$ cat src/rtl/post_adder_acc.sv
// Post-adder/accumulator stage of a DSP48A1-style slice: OPMODE-selected X/Z muxes,
// 48-bit add/subtract with carry-in, P and carry-out registers, cascade outputs.
module post_adder_acc #(
  parameter int    PREG        = 1,
  parameter int    CARRYINREG  = 1,
  parameter int    CARRYOUTREG = 1,
  parameter string CARRYINSEL  = "OPMODE5"
) (
  input  logic        clk,
  input  logic        rst,
  input  logic        cep,
  input  logic        cecarryin,
  input  logic [7:0]  opmode,
  input  logic [35:0] m,
  input  logic [47:0] dab,
  input  logic [47:0] c,
  input  logic [47:0] pcin,
  input  logic        carryin,
  output logic [47:0] p,
  output logic [47:0] pcout,
  output logic        carryout,
  output logic        carryoutf
);

  logic [47:0] p_q, p_d;
  logic        co_q, co_d;
  logic        cin_q, cin_d;

  logic        cin_src;
  logic        cin_used;
  logic [47:0] p_fb;
  logic [47:0] m_ext;
  logic [47:0] x_mux;
  logic [47:0] z_mux;
  logic [48:0] sum;
  logic        unused_opmode;

  assign unused_opmode = opmode[6] ^ opmode[4];

  assign m_ext = {{12{m[35]}}, m};

  // Without a P register, feedback reads zero so no combinational loop forms.
  assign p_fb = (PREG != 0) ? p_q : 48'd0;

  always_comb begin
    cin_src = (CARRYINSEL == "CARRYIN") ? carryin : opmode[5];
    cin_used = (CARRYINREG != 0) ? cin_q : cin_src;

    x_mux = 48'd0;
    unique case (opmode[1:0])
      2'd0: x_mux = 48'd0;
      2'd1: x_mux = m_ext;
      2'd2: x_mux = p_fb;
      2'd3: x_mux = dab;
      default: x_mux = 48'd0;
    endcase

    z_mux = 48'd0;
    unique case (opmode[3:2])
      2'd0: z_mux = 48'd0;
      2'd1: z_mux = pcin;
      2'd2: z_mux = p_fb;
      2'd3: z_mux = c;
      default: z_mux = 48'd0;
    endcase

    // Bit 48 is the carry on add and the borrow on subtract.
    if (opmode[7])
      sum = {1'b0, z_mux} - ({1'b0, x_mux} + {48'd0, cin_used});
    else
      sum = {1'b0, z_mux} + {1'b0, x_mux} + {48'd0, cin_used};

    p_d   = cep ? sum[47:0] : p_q;
    co_d  = cep ? sum[48] : co_q;
    cin_d = cecarryin ? cin_src : cin_q;
  end

  always_ff @(posedge clk) begin
    if (rst) begin
      p_q   <= 48'd0;
      co_q  <= 1'b0;
      cin_q <= 1'b0;
    end else begin
      p_q   <= p_d;
      co_q  <= co_d;
      cin_q <= cin_d;
    end
  end

  assign p         = (PREG != 0) ? p_q : sum[47:0];
  assign carryout  = (CARRYOUTREG != 0) ? co_q : sum[48];
  assign pcout     = p;
  assign carryoutf = carryout;

endmodule

$ cat config.mk
export PLATFORM = sky130hd
export DESIGN_NAME = post_adder_acc
export DESIGN_NICKNAME = d
export VERILOG_FILES = /design/src/rtl/post_adder_acc.sv
export SDC_FILE = /design/constraint.sdc
export NUM_CORES = 1
export LEC_CHECK = 0
export BUFFER_PORTS_ARGS = -buffer_cell sky130_fd_sc_hd__buf_4
export CAP_MARGIN = 0
export CORE_UTILIZATION = 52
export DETAILED_ROUTE_END_ITERATION = 10
export PLACE_DENSITY = 0.91
export SYNTH_ARGS = -nofsm -noshare
export SYNTH_HDL_FRONTEND = slang
export SYNTH_SLANG_ARGS = --single-unit
$ cat constraint.sdc
create_clock -name clk -period 8 [get_ports clk]
set_input_delay 1.2 -clock clk [delete_from_list [all_inputs] [get_ports clk]]
set_output_delay 1.2 -clock clk [all_outputs]
set_load 0.05 [all_outputs]
# Word level (Yosys, flattened, before mapping)
# Cells that the tools add are included.
# word_totals
ff_bits	50
input_bits	193
out_inout_bits	98
elab_cells	18
# op_classes
addsub	4
n_eq_ne	6
mux	3
reduce_logical	2
# ops
operator	n
48-bit case mux with 4 select lines	2
48-bit by 1-bit adder with 49-bit output	1
48-bit by 48-bit adder with 49-bit output	1
49-bit by 1-bit adder with 49-bit output	1
49-bit two-way mux	1
48-bit by 49-bit subtractor with 49-bit output	1
2-bit equality test (second input constant)	4
2-bit by 1-bit equality test with 1-bit output (second input constant)	2
2-bit logical NOT	2

# Longest topological paths before layout
# logic_depth
depth_word	5
depth_mapped	20
ltp_nobuf	17

# Worst setup path before layout
# OpenSTA, ideal clock, no wires.
# synth_path
path_kind	input to register
startpoint	in opmode[3]
endpoint	reg p_q[42] (netlist: p[42])
setup_ns	0.112
t_arrival_ns	5.214
required_ns	7.888
setup_slack_ns	2.674
path_stages	16
path_buffers	2
cell_sequence	buf_1 > clkbuf_1 > mux2_2 > a22oi_1 > fa_1 > fa_1 > nand2b_1 > a2111oi_2 > nor4_2 > o211a_1 > o311ai_1 > and4_1 > nor3_1 > or2_2 > xnor2_1 > a2111oi_1
# synth_via
elab_chain_len	5
word_cells_on_any_way	9
classes_between	add/sub (3); eq/ne (3); mux (2); reduce/logical (1)
# synth_rtl
item	line	rtl
start: declaration	13	input logic [7:0] opmode,
2-bit equality test, or another cell as far along	59	unique case (opmode[3:2])
48-bit case mux with 4 select lines *	59	
48-bit by 48-bit adder with 49-bit output	71	sum = {1'b0, z_mux} + {1'b0, x_mux} + {48'd0, cin_used};
49-bit by 1-bit adder with 49-bit output	71	
49-bit two-way mux *	68	if (opmode[7])
end signal: assignment	84	p_q <= p_d;
end: declaration	25	logic [47:0] p_q, p_d;
# Mark *: on every way between the ends. The rest lies on a longest branch, timed or not.
# A chain may end at the register's enable or synchronous reset.

# Worst setup path after layout
# layout_path
startpoint	in opmode[2]
endpoint	reg p_q[46] (netlist: p[46])
# Same word-level chain as after synthesis.

==> results by stage <==
Outcome:
- The run finished with clean final reports.

Detailed routing:
- In this run the remaining antenna-violating nets after routing total 0.
- For this block, the initial DRC count from the detailed router was 1025.
- The detailed-router iteration count before antenna repair is 5.
- After detailed routing, the number of remaining DRC violations is 0.
- In the final routed layout, each cell accounts on average for 18.44 µm.
- Detailed routing inserted a total of 11320 vias.
- The routed wire length is 34670 µm.
- Dividing the detail-routed via count by the number of cells gives 6.019.

Cells and area:
- Registers take 1001 µm².
- The synthesis-to-finish area growth is 19.53%.
- 0 antenna diodes ended up in the layout.
- Cells fill 64.35% of the core in the end.
- The total number of nets in the final design is 1950.
- In the final layout, the share of cells above drive strength 1 is 26.50%.
- Counting the fill cells in the layout gives 1784.
- Summing all multi-input logic gate instances after layout gives 8541 µm².

Setup path:
- The nature of the critical path startpoint is an input pin.
- The endpoint kind of the worst setup timing path is a flip-flop.
- The launch instance of the worst register-to-register path is p[0]$_SDFFE_PP0P_.
- Walking the worst path, the cells encountered are buf_4 > nor2b_4 > a22oi_1 > fa_1 > fa_1 > nand2b_1 > a21oi_2 > o21ai_1 > a31oi_4 > a31oi_2 > o41ai_4 > nor4b_4 > nand4_1 > o41ai_2 > xnor2_1 > a221oi_2.
- The largest single stage delay on the critical path is 680 ps.
- The number of buffers and inverters on the critical path is 1.
- The category of the critical setup timing path is input pin to flip-flop.
- The worst register-to-register path has a setup slack of 3430 ps.
- The top cell family by delay on the critical path is compound AO/OA/AOI/OAI gates.
- The library cell appearing most often on the critical path is sky130_fd_sc_hd__fa_1.
- The number of cell instances on the worst register-to-register path is 15.
- The slowest cell on the critical path is sky130_fd_sc_hd__nor2b_4.
- The required time reported for the critical path endpoint is 8230 ps.
- The largest driver fanout on the critical path is 50.
- The critical path depth is 16.
- The capture instance of the worst register-to-register path is p[46]$_SDFFE_PP0P_.
- At the worst endpoint, the arrival time is 6200 ps.

Yosys:
- Of all flip-flops after synthesis, the portion carrying an async set or reset was 0%.
- The number of nets produced by synthesis is 1769.
- The simple-gate portion of the synthesized area is 15.79%.
- The fraction of the yosys area taken by sequential cells is 9.398%.
- The mux share of post-synthesis cell area is 10.71%.
- The synthesis-stage register bit count is 50.
- The number of distinct standard cells referenced by the synthesized netlist is 77.
- The adder and majority gate portion of the synthesized area is 17.08%.
- The primary flip-flop cell chosen by synthesis mapping is sky130_fd_sc_hd__dfxtp_1.
- The synthesized area is 10650 µm².
- A synthesized cell averages 7.432 µm².
- During synthesis, Yosys emitted a total of 0 warnings.
- In the synthesized netlist, the number of instances is 1433.
- By area, the combinational part of the netlist is dominated by compound AO/OA/AOI/OAI gates.
- The synthesized netlist devotes 29.69% of its cell area to compound gates.
- Of the total synthesized cell area, the portion taken by XOR and XNOR cells is 6.826%.
- Counting flops with a built-in enable in the synthesized netlist gives 0.

Placed design:
- The number of input and output port buffers inserted is 287.
- The setup slack at placement is 1821 ps.
- Summed over all nets, the half-perimeter wirelength after detailed placement is 26680 µm.
- At the end of routability-driven placement, the weighted congestion stood at 0.9409.

Power and ir drop:
- The power density over the cells is 192.3 nW/µm².
- Per report_power, the combinational group accounts for 75.2% of the total.
- The relative contribution of sequential cells to total power is 14.0%.
- Of the total power, the clock network draws 10.8%.
- The switching power of the nets is 1.292 mW.
- The switching part of the total power is 52.79%.
- The peak supply drop is 0.1010 mV.
- Cell internal power was estimated by the tool at 1.155 mW.
- The leakage dissipation is 6.156 nW.

Hold path:
- The hold path startpoint is p[20]$_SDFFE_PP0P_.
- The worst hold path terminates at p[20]$_SDFFE_PP0P_.
- The number of cells on the worst hold path is 2.
- The path class of the lowest-slack min-delay path is flip-flop to flip-flop.

Clocking:
- The H-tree depth is 2.
- The number of setup buffers added after CTS is 0.
- The total CTS buffers is 5.
- The clock drives 50 sinks.
- The insertion delay to the later sink of the worst-skew pair is 310 ps.
- The clock-pin slew on the worst setup and hold paths is 80 ps.
- The longest clock path from root to sink contains 2 buffers.
- TritonCTS built the clock tree.
- The number of hold buffers added after cts is 0.
- The clock root buffer master is sky130_fd_sc_hd__clkbuf_16.
- In this run, post-CTS repair resized a total of 0 instances.

STA:
- Setup repair after global routing left no endpoint under its margin.
- The final critical-path share of the clock period is 74.54%.
- Headroom to the max-slew limit came out at 29.77%.
- The total count of hold-check failures in the final report is 0.
- For the pin with the worst max-slew slack, the measured transition is 1051 ps.
- The final max-slew violation count is 0.
- The final critical path time including I/O delays and setup is 5963 ps.
- The fmax is 167.7 MHz.
- The total negative slack for setup checks is 0 ps.
- Once routing completed, OpenROAD measured the worst setup slack at 2037 ps.
- On the final layout, the worst clock skew is 8.526 ps.
- Setup violations remaining at the end of the flow were counted as 0.

GRT:
- For this run the aggregate overflow at the end of global routing stands at 0.
- Entering global routing, the biggest net connects 66 pins.
- Across every metal layer, demand over resource in global routing totals 31.58%.
- The first global-routing pass estimated 54740 µm of wire.
- The initial antenna violation count is 0.
- The number of global-route vias before repair was 10810.

Die:
- The floorplan has 51 rows.
- For this configuration, the core starts out at a cell density of 53.84%.
- The core outline area is 19780 µm².
- Pin placement for this block handled 291 I/O pins.
- The die boundary height is 145.1 µm.
- The die covers 21060 µm².
- Measured along the x axis, the die boundary spans 145.1 µm.

Run:
- The total of max-cap violations is 0.
-- flip-flops by register name, indices dropped and copies added (netlist names) --
register,count
carryout,1
cin_q,1
p,48
-- synth_stat cells, types with 17 or more instances --
library cell               number  area (µm²)
sky130_fd_sc_hd__nand2_1      117       439.2
sky130_fd_sc_hd__ha_1         139        1739
sky130_fd_sc_hd__xor2_1        25       219.0
sky130_fd_sc_hd__nor3_1        26       130.1
sky130_fd_sc_hd__clkbuf_1      55       206.5
sky130_fd_sc_hd__a21oi_1      100       500.5
sky130_fd_sc_hd__nand3_1       27       135.1
sky130_fd_sc_hd__inv_1        124       465.5
sky130_fd_sc_hd__xnor2_1       58       508.0
sky130_fd_sc_hd__mux2_2        95        1070
sky130_fd_sc_hd__buf_4         50       375.4
sky130_fd_sc_hd__nand4_1       17       106.4
sky130_fd_sc_hd__a22o_1        72       630.6
sky130_fd_sc_hd__dfxtp_1       50        1001
sky130_fd_sc_hd__a21o_1        44       330.3
sky130_fd_sc_hd__a211oi_1      25       187.7
sky130_fd_sc_hd__o21ai_0       64       320.3
sky130_fd_sc_hd__nor2_1       105       394.1
-- stage by stage --
stage          instances  instance area [µm²]  hold WS (ps)  total power [mW]
2_1_floorplan       1433                10650         525.1             1.737
3_3_place_gp        1872                12560         512.6             2.125
3_5_place_dp        1872                12560         522.1             2.149
4_1_cts             1880                12730         534.7             2.424
5_1_grt             1880                12730         560.7             2.610
6_report            1880                12730         535.1             2.447
-- layout make-up --
class	instances	share of cell area (%)
Clock inverter	3	0.3145
Inverter	125	3.686
Timing Repair Buffer	296	17.46
Clock buffer	5	0.9829
Sequential cell	50	7.863
Tap cell	265	2.605
Multi-Input combinational cell	1136	67.09
-- worst max path at each step --
stage | startpoint | end | slack [ps]
final | opmode[2] | p[46]$_SDFFE_PP0P_ | 2040
after global routing | opmode[2] | p[46]$_SDFFE_PP0P_ | 1830
after CTS | opmode[2] | p[46]$_SDFFE_PP0P_ | 2140
after detailed placement | opmode[2] | p[46]$_SDFFE_PP0P_ | 1820
after global placement | opmode[2] | p[46]$_SDFFE_PP0P_ | 1890
after floorplan | opmode[3] | p[42]$_SDFFE_PP0P_ | 2670
-- routing by layer --
| layer | vias to the layer above | global-route usage (%) | part of all wire (%) |
|---|---|---|---|
| li1 | 5488 | - | - |
| met1 | 5286 | 40.41 | 43 |
| met2 | 491 | 54.50 | 47 |
| met3 | 50 | 5.031 | 8.2 |
| met4 | 0 | 8.579 | 1.8 |
| met5 | - | 0 | 0 |
-- cells in the final DEF (no fill, tap or decap), drive strengths merged, types with 4 or more instances in the layout --
| master | synthesis | routed |
|---|---|---|
| a21oi | 102 | 102 |
| clkbuf | 55 | 5 |
| a311oi | 6 | 6 |
| inv | 124 | 124 |
| buf | 67 | 296 |
| a31oi | 18 | 18 |
| mux2i | 6 | 6 |
| mux2 | 96 | 96 |
| o21a | 11 | 11 |
| a22o | 72 | 72 |
| nand4 | 17 | 17 |
| xnor2 | 58 | 58 |
| fa | 4 | 4 |
| o21bai | 15 | 15 |
| nor4 | 7 | 7 |
| o211ai | 10 | 10 |
| o2111ai | 4 | 4 |
| a21o | 46 | 46 |
| nand2b | 13 | 13 |
| and2 | 8 | 8 |
| a211oi | 25 | 25 |
| or3 | 5 | 5 |
| dfxtp | 50 | 50 |
| nand3 | 27 | 27 |
| o22ai | 9 | 9 |
| nor3 | 27 | 27 |
| nand2 | 117 | 117 |
| ha | 139 | 139 |
| a22oi | 11 | 11 |
| and3 | 10 | 10 |
| a221oi | 5 | 5 |
| o31ai | 5 | 5 |
| nor2b | 11 | 11 |
| a2111oi | 9 | 9 |
| xor2 | 25 | 25 |
| o21ai | 71 | 71 |
| nor2 | 107 | 107 |
-- power groups by stage --
stage	clock (mW)	combinational [mW]	sequential, mW
4_1_cts	0.269	1.82	0.340
3_5_place_dp	0	1.80	0.346
6_report	0.264	1.84	0.342
5_1_grt	0.274	1.99	0.347
2_1_floorplan	0	1.28	0.454
3_3_place_gp	0	1.78	0.343
-- logic make-up (layout without fill, tap and decap cells) --
logic type      Yosys count  after routing
compound gates          447            447
simple gates            361            361
buf+inv                 247            429
fa+ha+maj               143            143
mux                     102            102
xor+xnor                 83             83
flops                    50             50
-- worst register-to-register path, stage by stage, from the launching register on --
cell and delay (ps):
sky130_fd_sc_hd__dfxtp_1 480, sky130_fd_sc_hd__mux2_2 260, sky130_fd_sc_hd__a22oi_1 110, sky130_fd_sc_hd__fa_1 460, sky130_fd_sc_hd__fa_1 460, sky130_fd_sc_hd__nand2b_1 190
sky130_fd_sc_hd__a21oi_2 180, sky130_fd_sc_hd__o21ai_1 160, sky130_fd_sc_hd__a31oi_4 270, sky130_fd_sc_hd__a31oi_2 230, sky130_fd_sc_hd__o41ai_4 390, sky130_fd_sc_hd__nor4b_4 410
sky130_fd_sc_hd__nand4_1 260, sky130_fd_sc_hd__o41ai_2 300, sky130_fd_sc_hd__xnor2_1 120, sky130_fd_sc_hd__a221oi_2 230
No activity file was read; power rests on OpenSTA's default activity.
